$ cat config.mk
export PLATFORM = sky130hd
export DESIGN_NAME = multicycle_controller_flat
export DESIGN_NICKNAME = d
export VERILOG_FILES = /design/src/rtl/multicycle_controller_if.sv /design/src/rtl/multicycle_controller.sv /design/src/flat_wrapper.sv
export SDC_FILE = /design/constraint.sdc
export NUM_CORES = 1
export LEC_CHECK = 0
export CORE_MARGIN = 4
export CORE_UTILIZATION = 35
export CTS_CLUSTER_DIAMETER = 80
export CTS_CLUSTER_SIZE = 14
export DETAILED_ROUTE_END_ITERATION = 10
export GPL_ROUTABILITY_DRIVEN = 1
export PLACE_DENSITY = 0.58
export SYNTH_ARGS = -nofsm -noshare
export SYNTH_HDL_FRONTEND = slang
export SYNTH_SLANG_ARGS = --single-unit
$ cat constraint.sdc
create_clock -name clk -period 2.7 [get_ports clk]
set_clock_uncertainty 0.1 [all_clocks]
set_input_delay 0.27 -clock clk [delete_from_list [all_inputs] [get_ports clk]]
set_output_delay 0.27 -clock clk [all_outputs]
set_load 0.005 [all_outputs]
$ cat src/rtl/multicycle_controller_if.sv
// Control bundle between the multi-cycle sequencer (master) and the datapath/memory (slave).
// Datapath status flows in; mux selects, enables and retirement status flow out.
interface multicycle_controller_if #(
  parameter int CNT_W = 32
);
  logic [5:0]       opcode;
  logic             zero;
  logic             mem_ready;
  logic             pc_write;
  logic [1:0]       pc_src;
  logic             ir_write;
  logic             iord;
  logic             mem_read;
  logic             mem_write;
  logic             reg_write;
  logic [1:0]       reg_dst;
  logic [1:0]       mem_to_reg;
  logic             alu_src_a;
  logic [1:0]       alu_src_b;
  logic [2:0]       alu_op;
  logic [3:0]       state;
  logic             instr_done;
  logic [CNT_W-1:0] instr_count;
  logic             trap;

  modport master (
    input  opcode, zero, mem_ready,
    output pc_write, pc_src, ir_write, iord, mem_read, mem_write, reg_write,
           reg_dst, mem_to_reg, alu_src_a, alu_src_b, alu_op, state,
           instr_done, instr_count, trap
  );

  modport slave (
    output opcode, zero, mem_ready,
    input  pc_write, pc_src, ir_write, iord, mem_read, mem_write, reg_write,
           reg_dst, mem_to_reg, alu_src_a, alu_src_b, alu_op, state,
           instr_done, instr_count, trap
  );
endinterface

$ cat src/rtl/multicycle_controller.sv
// Multi-cycle MIPS sequencer: 3-5 cycles per instruction with immediate mem_ready; stalls in
// FETCH/MEM_RD/MEM_WR while mem_ready is low, trapping after MEM_TIMEOUT wait cycles (0 = never).
module multicycle_controller #(
  parameter int CNT_W       = 32,
  parameter int MEM_TIMEOUT = 16
) (
  input logic                   clk,
  input logic                   rst,
  multicycle_controller_if.master ctl
);
  localparam logic [2:0] ALU_ADD   = 3'd0;
  localparam logic [2:0] ALU_SUB   = 3'd1;
  localparam logic [2:0] ALU_AND   = 3'd2;
  localparam logic [2:0] ALU_OR    = 3'd3;
  localparam logic [2:0] ALU_LESS  = 3'd4;
  localparam logic [2:0] ALU_RTYPE = 3'd5;

  localparam logic [5:0] OP_R    = 6'b000000;
  localparam logic [5:0] OP_ADDI = 6'b000010;
  localparam logic [5:0] OP_SUBI = 6'b000011;
  localparam logic [5:0] OP_ANDI = 6'b000100;
  localparam logic [5:0] OP_ORI  = 6'b000101;
  localparam logic [5:0] OP_SLTI = 6'b000111;
  localparam logic [5:0] OP_MOVE = 6'b100000;
  localparam logic [5:0] OP_LW   = 6'b001000;
  localparam logic [5:0] OP_SW   = 6'b010000;
  localparam logic [5:0] OP_BEQ  = 6'b100011;
  localparam logic [5:0] OP_BNE  = 6'b100111;
  localparam logic [5:0] OP_J    = 6'b111000;
  localparam logic [5:0] OP_JAL  = 6'b111001;

  localparam int WAIT_W = (MEM_TIMEOUT > 2) ? $clog2(MEM_TIMEOUT) : 1;

  typedef enum logic [3:0] {
    S_FETCH  = 4'd0,  S_DECODE = 4'd1,  S_EXEC   = 4'd2,  S_ALU_WB = 4'd3,
    S_ADDR   = 4'd4,  S_MEM_RD = 4'd5,  S_LOAD_WB = 4'd6, S_MEM_WR = 4'd7,
    S_BRANCH = 4'd8,  S_JUMP   = 4'd9,  S_JAL    = 4'd10, S_TRAP   = 4'd15
  } state_e;

  state_e           state_q, state_d;
  logic [5:0]       op_q;
  logic [WAIT_W-1:0] wait_q;
  logic [CNT_W-1:0] count_q;
  logic             trap_q;
  logic             waiting, timeout;

  assign waiting = (state_q == S_FETCH) || (state_q == S_MEM_RD) || (state_q == S_MEM_WR);
  // A ready arriving on the last allowed wait cycle still completes the access.
  assign timeout = (MEM_TIMEOUT != 0) && waiting && !ctl.mem_ready &&
                   (wait_q == WAIT_W'(MEM_TIMEOUT - 1));

  assign ctl.state       = state_q;
  assign ctl.instr_count = count_q;
  assign ctl.trap        = trap_q;

  always_ff @(posedge clk) begin
    if (rst) begin
      state_q <= S_FETCH;
      op_q    <= 6'd0;
      wait_q  <= '0;
      count_q <= '0;
      trap_q  <= 1'b0;
    end else begin
      state_q <= state_d;
      trap_q  <= (state_d == S_TRAP);
      if (state_q == S_DECODE) op_q <= ctl.opcode;
      if (state_d != state_q) wait_q <= '0;
      else if (waiting && !ctl.mem_ready) wait_q <= wait_q + WAIT_W'(1);
      if (ctl.instr_done) count_q <= count_q + CNT_W'(1);
    end
  end

  always_comb begin
    state_d        = state_q;
    ctl.pc_write   = 1'b0;
    ctl.pc_src     = 2'd0;
    ctl.ir_write   = 1'b0;
    ctl.iord       = 1'b0;
    ctl.mem_read   = 1'b0;
    ctl.mem_write  = 1'b0;
    ctl.reg_write  = 1'b0;
    ctl.reg_dst    = 2'd0;
    ctl.mem_to_reg = 2'd0;
    ctl.alu_src_a  = 1'b0;
    ctl.alu_src_b  = 2'd0;
    ctl.alu_op     = ALU_ADD;
    ctl.instr_done = 1'b0;
    if (!rst) begin
      case (state_q)
        S_FETCH: begin
          ctl.mem_read  = 1'b1;
          ctl.alu_src_b = 2'd1;
          if (ctl.mem_ready) begin
            ctl.ir_write = 1'b1;
            ctl.pc_write = 1'b1;
            state_d      = S_DECODE;
          end else if (timeout) begin
            state_d = S_TRAP;
          end
        end
        S_DECODE: begin
          ctl.alu_src_b = 2'd3;
          case (ctl.opcode)
            OP_R, OP_ADDI, OP_SUBI, OP_ANDI, OP_ORI, OP_SLTI, OP_MOVE: state_d = S_EXEC;
            OP_LW, OP_SW:   state_d = S_ADDR;
            OP_BEQ, OP_BNE: state_d = S_BRANCH;
            OP_J:           state_d = S_JUMP;
            OP_JAL:         state_d = S_JAL;
            default:        state_d = S_TRAP;
          endcase
        end
        S_EXEC: begin
          ctl.alu_src_a = 1'b1;
          ctl.alu_src_b = 2'd2;
          case (op_q)
            OP_R: begin
              ctl.alu_src_b = 2'd0;
              ctl.alu_op    = ALU_RTYPE;
            end
            OP_SUBI: ctl.alu_op = ALU_SUB;
            OP_ANDI: ctl.alu_op = ALU_AND;
            OP_ORI, OP_MOVE: ctl.alu_op = ALU_OR;
            OP_SLTI: ctl.alu_op = ALU_LESS;
            default: ctl.alu_op = ALU_ADD;
          endcase
          state_d = S_ALU_WB;
        end
        S_ALU_WB: begin
          ctl.reg_write  = 1'b1;
          ctl.reg_dst    = (op_q == OP_R) ? 2'd1 : 2'd0;
          ctl.instr_done = 1'b1;
          state_d        = S_FETCH;
        end
        S_ADDR: begin
          ctl.alu_src_a = 1'b1;
          ctl.alu_src_b = 2'd2;
          state_d       = (op_q == OP_SW) ? S_MEM_WR : S_MEM_RD;
        end
        S_MEM_RD: begin
          ctl.mem_read = 1'b1;
          ctl.iord     = 1'b1;
          if (ctl.mem_ready) state_d = S_LOAD_WB;
          else if (timeout) state_d = S_TRAP;
        end
        S_LOAD_WB: begin
          ctl.reg_write  = 1'b1;
          ctl.mem_to_reg = 2'd1;
          ctl.instr_done = 1'b1;
          state_d        = S_FETCH;
        end
        S_MEM_WR: begin
          ctl.mem_write = 1'b1;
          ctl.iord      = 1'b1;
          if (ctl.mem_ready) begin
            ctl.instr_done = 1'b1;
            state_d        = S_FETCH;
          end else if (timeout) begin
            state_d = S_TRAP;
          end
        end
        S_BRANCH: begin
          ctl.alu_src_a  = 1'b1;
          ctl.alu_op     = ALU_SUB;
          ctl.pc_src     = 2'd1;
          ctl.pc_write   = (op_q == OP_BNE) ? !ctl.zero : ctl.zero;
          ctl.instr_done = 1'b1;
          state_d        = S_FETCH;
        end
        S_JUMP: begin
          ctl.pc_write   = 1'b1;
          ctl.pc_src     = 2'd2;
          ctl.instr_done = 1'b1;
          state_d        = S_FETCH;
        end
        S_JAL: begin
          // PC already holds the return address from FETCH.
          ctl.reg_write  = 1'b1;
          ctl.reg_dst    = 2'd2;
          ctl.mem_to_reg = 2'd2;
          ctl.pc_write   = 1'b1;
          ctl.pc_src     = 2'd2;
          ctl.instr_done = 1'b1;
          state_d        = S_FETCH;
        end
        S_TRAP:  state_d = S_TRAP;
        default: state_d = S_TRAP;
      endcase
    end
  end
endmodule

$ cat src/flat_wrapper.sv
// flat-port wrapper written by rule: the top's interface ports become plain ports
module multicycle_controller_flat 
#(
  parameter int CNT_W       = 32,
  parameter int MEM_TIMEOUT = 16
)
  (clk, rst, ctl_opcode, ctl_zero, ctl_mem_ready, ctl_pc_write, ctl_pc_src, ctl_ir_write, ctl_iord, ctl_mem_read, ctl_mem_write, ctl_reg_write, ctl_reg_dst, ctl_mem_to_reg, ctl_alu_src_a, ctl_alu_src_b, ctl_alu_op, ctl_state, ctl_instr_done, ctl_instr_count, ctl_trap);
  multicycle_controller_if #(.CNT_W(CNT_W)) ctl_i ();
  input logic clk;
  input logic rst;
  input wire logic [$bits(ctl_i.opcode)-1:0] ctl_opcode;
  input wire logic [$bits(ctl_i.zero)-1:0] ctl_zero;
  input wire logic [$bits(ctl_i.mem_ready)-1:0] ctl_mem_ready;
  output wire logic [$bits(ctl_i.pc_write)-1:0] ctl_pc_write;
  output wire logic [$bits(ctl_i.pc_src)-1:0] ctl_pc_src;
  output wire logic [$bits(ctl_i.ir_write)-1:0] ctl_ir_write;
  output wire logic [$bits(ctl_i.iord)-1:0] ctl_iord;
  output wire logic [$bits(ctl_i.mem_read)-1:0] ctl_mem_read;
  output wire logic [$bits(ctl_i.mem_write)-1:0] ctl_mem_write;
  output wire logic [$bits(ctl_i.reg_write)-1:0] ctl_reg_write;
  output wire logic [$bits(ctl_i.reg_dst)-1:0] ctl_reg_dst;
  output wire logic [$bits(ctl_i.mem_to_reg)-1:0] ctl_mem_to_reg;
  output wire logic [$bits(ctl_i.alu_src_a)-1:0] ctl_alu_src_a;
  output wire logic [$bits(ctl_i.alu_src_b)-1:0] ctl_alu_src_b;
  output wire logic [$bits(ctl_i.alu_op)-1:0] ctl_alu_op;
  output wire logic [$bits(ctl_i.state)-1:0] ctl_state;
  output wire logic [$bits(ctl_i.instr_done)-1:0] ctl_instr_done;
  output wire logic [$bits(ctl_i.instr_count)-1:0] ctl_instr_count;
  output wire logic [$bits(ctl_i.trap)-1:0] ctl_trap;
  assign ctl_i.opcode = ctl_opcode;
  assign ctl_i.zero = ctl_zero;
  assign ctl_i.mem_ready = ctl_mem_ready;
  assign ctl_pc_write = ctl_i.pc_write;
  assign ctl_pc_src = ctl_i.pc_src;
  assign ctl_ir_write = ctl_i.ir_write;
  assign ctl_iord = ctl_i.iord;
  assign ctl_mem_read = ctl_i.mem_read;
  assign ctl_mem_write = ctl_i.mem_write;
  assign ctl_reg_write = ctl_i.reg_write;
  assign ctl_reg_dst = ctl_i.reg_dst;
  assign ctl_mem_to_reg = ctl_i.mem_to_reg;
  assign ctl_alu_src_a = ctl_i.alu_src_a;
  assign ctl_alu_src_b = ctl_i.alu_src_b;
  assign ctl_alu_op = ctl_i.alu_op;
  assign ctl_state = ctl_i.state;
  assign ctl_instr_done = ctl_i.instr_done;
  assign ctl_instr_count = ctl_i.instr_count;
  assign ctl_trap = ctl_i.trap;
  multicycle_controller #(.CNT_W(CNT_W), .MEM_TIMEOUT(MEM_TIMEOUT)) u_core (.clk(clk), .rst(rst), .ctl(ctl_i));
endmodule
# After elaboration in Yosys (flattened, before gate mapping)
# Memory sizes are Yosys's and may differ from the RTL's.
# Cells that the tools add are included.
dict set report word_totals {
  input_bits 10
  reg_bits 47
  mem_count 1
  output_inout_bits 56
  word_cells 82
  mem_bits_ro 256
}
# memory depth width read_ports rd_clocked_by_memory_dff wr line_no
set mem_list {}
lappend mem_list {{(no name shown)} 64 4 1 0 0 multicycle_controller.sv:103} ;# case (ctl.opcode)
dict set report classes {
  n_eq_ne 20
  n_mux 38
  n_addsub 2
  reduce_logical 16
}
# cell n
set op_table {}
lappend op_table {{$add A32 B1 Y32 const B} 1}
lappend op_table {{$pmux W4 S7} 1}
lappend op_table {{$eq A4 B4 Y1 const B} 5}
lappend op_table {{$mux W4} 5}
lappend op_table {{$eq A6 B3 Y1 const B} 3}
lappend op_table {{$mux W1} 17}
lappend op_table {{$eq A4 B3 Y1 const B} 4}
lappend op_table {{$pmux W3 S5} 1}
lappend op_table {{$eq A6 B6 Y1 const B} 2}
lappend op_table {{$mux W2} 6}
lappend op_table {{$pmux W2 S2} 3}
lappend op_table {{$reduce_or A2 Y1} 5}
lappend op_table {{$eq A4 B2 Y1 const B} 2}
lappend op_table {{$pmux W2 S4} 1}
lappend op_table {{$eq A6 B2 Y1 const B} 1}
lappend op_table {{$eq A6 B5 Y1 const B} 1}
lappend op_table {{$logic_not A6 Y1} 1}
lappend op_table {{$pmux W3 S2} 1}
lappend op_table {{$reduce_or A3 Y1} 2}
lappend op_table {{$reduce_or A5 Y1} 1}
lappend op_table {{$add A4 B1 Y4 const B} 1}
lappend op_table {{$eq A4 B1 Y1 const B} 1}
lappend op_table {{$logic_not A4 Y1} 1}
lappend op_table {{$ne A4 B4 Y1} 1}
lappend op_table {{6 further kinds} 9}

# Logic depth before layout (Yosys ltp)
dict set report logic_depth {
  ltp_word 11
  mapped_depth 8
  depth_no_buf 7
}

# Worst setup path before layout
# OpenSTA, ideal clock, no wires.
dict set report synth_path {
  path_kind {register to register}
  from {reg u_core.count_q[5] (netlist: u_core.ctl.instr_count[5])}
  to {reg u_core.count_q[24] (netlist: u_core.ctl.instr_count[24])}
  stages_incl_launch_ff 8
  required_time_ns 2.477
  period_less_slack_ns 2.099
  arrival_time_ns 1.876
  slack_ns 0.601
  setup_time_ns 0.123
  path_buffers 2
  path_cell_list {dfxtp_1 -> and4_1 -> buf_4 -> nand3_4 -> or3_1 -> buf_2 -> nor4_2 -> mux2_1}
}
dict set report synth_via {
  elab_chain_cells 1
}
# element line_no
set synth_lines {}
lappend synth_lines {{start, declared} multicycle_controller.sv:43} ;# logic [CNT_W-1:0] count_q;
lappend synth_lines {{start signal, assigned} multicycle_controller.sv:69} ;# if (ctl.instr_done) count_q <= count_q + CNT_W'(1);
lappend synth_lines {{$add A32 B1 Y32} multicycle_controller.sv:69}
# No other way between the ends.
# A chain may end at the register's enable or synchronous reset.

# Worst setup path in the final report
dict set report layout_path {
  from {reg u_core.op_q[2]}
  to {out ctl_pc_write}
}
dict set report layout_via {
  elab_chain_cells 4
}
# element line_no
set layout_lines {}
lappend layout_lines {{start, declared} multicycle_controller.sv:41} ;# logic [5:0] op_q;
lappend layout_lines {{start signal, assigned} multicycle_controller.sv:66} ;# if (state_q == S_DECODE) op_q <= ctl.opcode;
lappend layout_lines {{$eq A6 B6 Y1} multicycle_controller.sv:165} ;# ctl.pc_write = (op_q == OP_BNE) ? !ctl.zero : ctl.zero;
lappend layout_lines {{$mux W1} multicycle_controller.sv:165}
lappend layout_lines {{$pmux W1 S3} multicycle_controller.sv:89} ;# case (state_q)
lappend layout_lines {{$mux W1} multicycle_controller.sv:88} ;# if (!rst) begin
lappend layout_lines {{end, declared} flat_wrapper.sv:14} ;# output wire logic [$bits(ctl_i.pc_write)-1:0] ctl_pc_write;
# No other way between the ends.

==> impl_metrics.csv <==
group,metric,value,unit
final_layout,diodes,0,
timing,fin_tns_setup,0,ps
global_route,grt_antenna_before_repair,0,
timing,rsz0062_at_grt,"false",
cts,ctsHoldBuffers,0,
floorplan,design.portCount,66,
final_layout,multi_input_area,1970,um^2
synth,synth-simple-area-share,0.350,
global_route,first_global_vias,2903,
routing,ant_nets,0,
final_layout,final_common_cell,"clkdlybuf4s50_1",
critical_path,max_stage_delay,530,ps
timing,max_slew_margin,0.541,
cts,clockBufferDepth,2,
pwr,p_sw,558,uW
synth,ys_warn_count,0,
placement,gp_congestion,0.894,
synth,synth_cell_type_count,63,
global_route,gr-total-overflow,0,
synth,synth_nets,402,
timing,setup_ws,141,ps
final_layout,fin_nets,467,
final_layout,final_cell_mix,"clkdlybuf4s50_1, dfxtp_1, a21oi_1, nand2_1, nor2_1",
critical_path,critPathRequiredTime,2330,ps
critical_path,worstPathMaxFanout,6,
timing,setup_viol,0,
routing,route.detailed.drc,0,
cts,h-tree-depth,2,
floorplan,die_width,102,um
timing,fin_crit_sh,0.948,
synth,synth_compound_area_frac,0.202,
synth,synth_area_per_cell,7.97,um^2
floorplan,dieArea,10400,um^2
pwr,swShare,0.316,
critical_path,crit_chain,"and3_1 > nand3_1 > xnor2_1 > o211ai_1 > a21boi_0 > clkdlybuf4s50_1",
critical_path,crit_buf_inv,1,
synth,synthFlopType,"dfxtp_1",
run_status,status,"completed",
pwr,total_leakage_power,0.00131,uW
pwr,ir_drop,0.305,mV
global_route,grt_use_total,0.172,
routing,wirelength,8670,um
placement,preCtsSetupSlack,-89.8,ps
pwr,p_int,1210,uW
flow_run,max_cap_viol_count,0,
synth,synth-async-reset-ratio,0,
cts,cts_root_buffer,"clkbuf_8",
synth,seq_area_frac_synth,0.306,
pwr,pwr-share-clk,0.309,
critical_path,critPathTopFamily,"buffers and inverters",
final_layout,fillers,842,
floorplan,fp.dieH,102,um
global_route,grt_max_degree,27,
floorplan,core.rowCount,33,
routing,via_per_inst,5.67,
cts,cts.sinks,47,
critical_path,end_kind,"output port",
critical_path,critPathSlowestCell,"clkdlybuf4s50_1",
synth,postSynthCellCount,386,
pwr,p_per_area,439,nW/um^2
cts,cts_tree,"yes",
cts,cts.clk_slew.worst_paths,90,ps
pwr,power_frac_comb,0.265,
final_layout,area_growth,30.4,%
timing,hold_violations,0,
routing,first_pass_iters,5,
critical_path,cp.arrival,2190,ps
timing,worst_pin_slew,686,ps
cts,cts_buffers,5,
synth,synth_edf_count,0,
final_layout,drive_above_1_share,0.113,
floorplan,initial_utilization,0.367,
pwr,p_seq_frac,0.427,
synth,muxShareOfSynthArea,0.0313,
worst_hold_path,hold_class,"in2reg",
synth,synth_adder_area_share,0.0244,
timing,max_freq,0.391,GHz
synth,synth_area,3080,um^2
routing,drtIter0Drc,168,
synth,ys_ff_latch,47,
placement,dp.final_hpwl,6390,um
synth,synth_top_family_by_area,"simple AND/OR/NAND/NOR gates",
cts,clock_latency,310,ps
routing,wl_per_cell,15.6,um
timing,hold-worst-slack,311,ps
timing,final_max_slew_viol_count,0,
global_route,grt_first_pass_wirelength,14400,um
critical_path,crit_type,"reg2out",
final_layout,final-seq-area,942,um^2
floorplan,core,8380,um^2
timing,fin_crit,2560,ps
critical_path,critPathLaunchType,"flop",
routing,num_vias,3160,
synth,synth_xor_area_frac,0.0313,
placement,io_buffer_count,65,
[logic make-up (layout without fill, tap and decap cells)]
| kind of cell | after synthesis | in the layout |
|---|---|---|
| flops | 47 | 47 |
| buf+inv | 40 | 106 |
| compound gates | 92 | 92 |
| simple gates | 181 | 181 |
| mux | 9 | 9 |
| xor+xnor | 11 | 11 |
| fa+ha+maj | 6 | 6 |
[synthesized netlist by cell type (all sizes together), types with 3 or more instances]
library cell,n,area share
o311ai,3,0.011
or4,15,0.037
a31oi,7,0.019
a21oi,33,0.054
and2,5,0.010
nor2b,7,0.014
dfxtp,47,0.31
nor4,14,0.037
nand4b,5,0.014
mux2,5,0.018
nand4,13,0.028
inv,14,0.017
buf,12,0.021
nor2,29,0.035
or3,9,0.018
or2,3,0.0061
o31ai,14,0.034
nor3,12,0.020
o211ai,3,0.0073
clkbuf,14,0.017
o21ai,10,0.017
o41ai,4,0.011
and3,6,0.012
nand2,32,0.039
xor2,5,0.014
and4,3,0.0085
mux2i,4,0.013
nand3,15,0.030
ha,6,0.024
a211oi,3,0.0089
xnor2,6,0.017
[registers in the layout, indices dropped and copies added (netlist names)]
name	flops
u_core.op_q	6
u_core.ctl.instr_count	32
u_core.wait_q	4
u_core.ctl.trap	1
u_core.ctl.state	4
[worst reg2reg max path, delay by kind of cell, from the launching register on]
kind	cells	cell delay, ps
AND/OR/NAND/NOR	4	1330
flip-flops	1	440
multiplexers	1	370
[area by class of cell]
class	instances	area share
multi-input combinational	299	0.491
sequential	47	0.235
timing repair buffer	84	0.200
tap	105	0.0327
clock buffer	5	0.0171
inverter	14	0.0131
clock inverter	3	0.0115
[through the flow]
| step | instance area [um^2] | total power, uW | instances | utilization |
|---|---|---|---|---|
| finish | 4010 | 1760 | 557 | 0.479 |
| global route | 4010 | 1850 | 557 | 0.479 |
| CTS | 4010 | 1770 | 557 | 0.478 |
| detailed placement | 3890 | 1230 | 549 | 0.464 |
| global placement | 3890 | 1230 | 549 | 0.464 |
| floorplan | 3080 | 1040 | 386 | - |
[power groups by stage]
stage | combinational [uW] | clock, uW | sequential [uW]
floorplan | 293 | 0 | 752
global placement | 460 | 0 | 767
detailed placement | 460 | 0 | 767
CTS | 463 | 557 | 751
global route | 512 | 581 | 757
finish | 467 | 545 | 752
[final timing paths]
check,from,endpoint,slack (ps),depth (start not counted)
setup / recovery,u_core.op_q[2]$_SDFFE_PP0P_,ctl_pc_write,140,6
hold reg to reg,u_core.op_q[3]$_SDFFE_PP0P_,u_core.op_q[3]$_SDFFE_PP0P_,380,2
hold / removal,rst,u_core.ctl.instr_count[31]$_SDFFE_PP0P_,310,3
setup reg to reg,u_core.ctl.instr_count[5]$_SDFFE_PP0P_,u_core.ctl.instr_count[29]$_SDFFE_PP0P_,370,5
[layer usage]
layer  vias to the layer above  track usage  routed length, um
met5                         -            0                  0
met3                         8       0.0310                433
met1                      1482        0.248               4190
li1                       1589            -                  -
met4                         0       0.0440                 97
met2                        81        0.267               3950
[repair_timing]
item,4_1_cts,5_1_grt
buffers inserted,0,0
resized for setup,0,2
setup endpoints to repair,0,3
hold endpoints to repair,0,0
No activity file was read; power rests on OpenSTA's default activity.
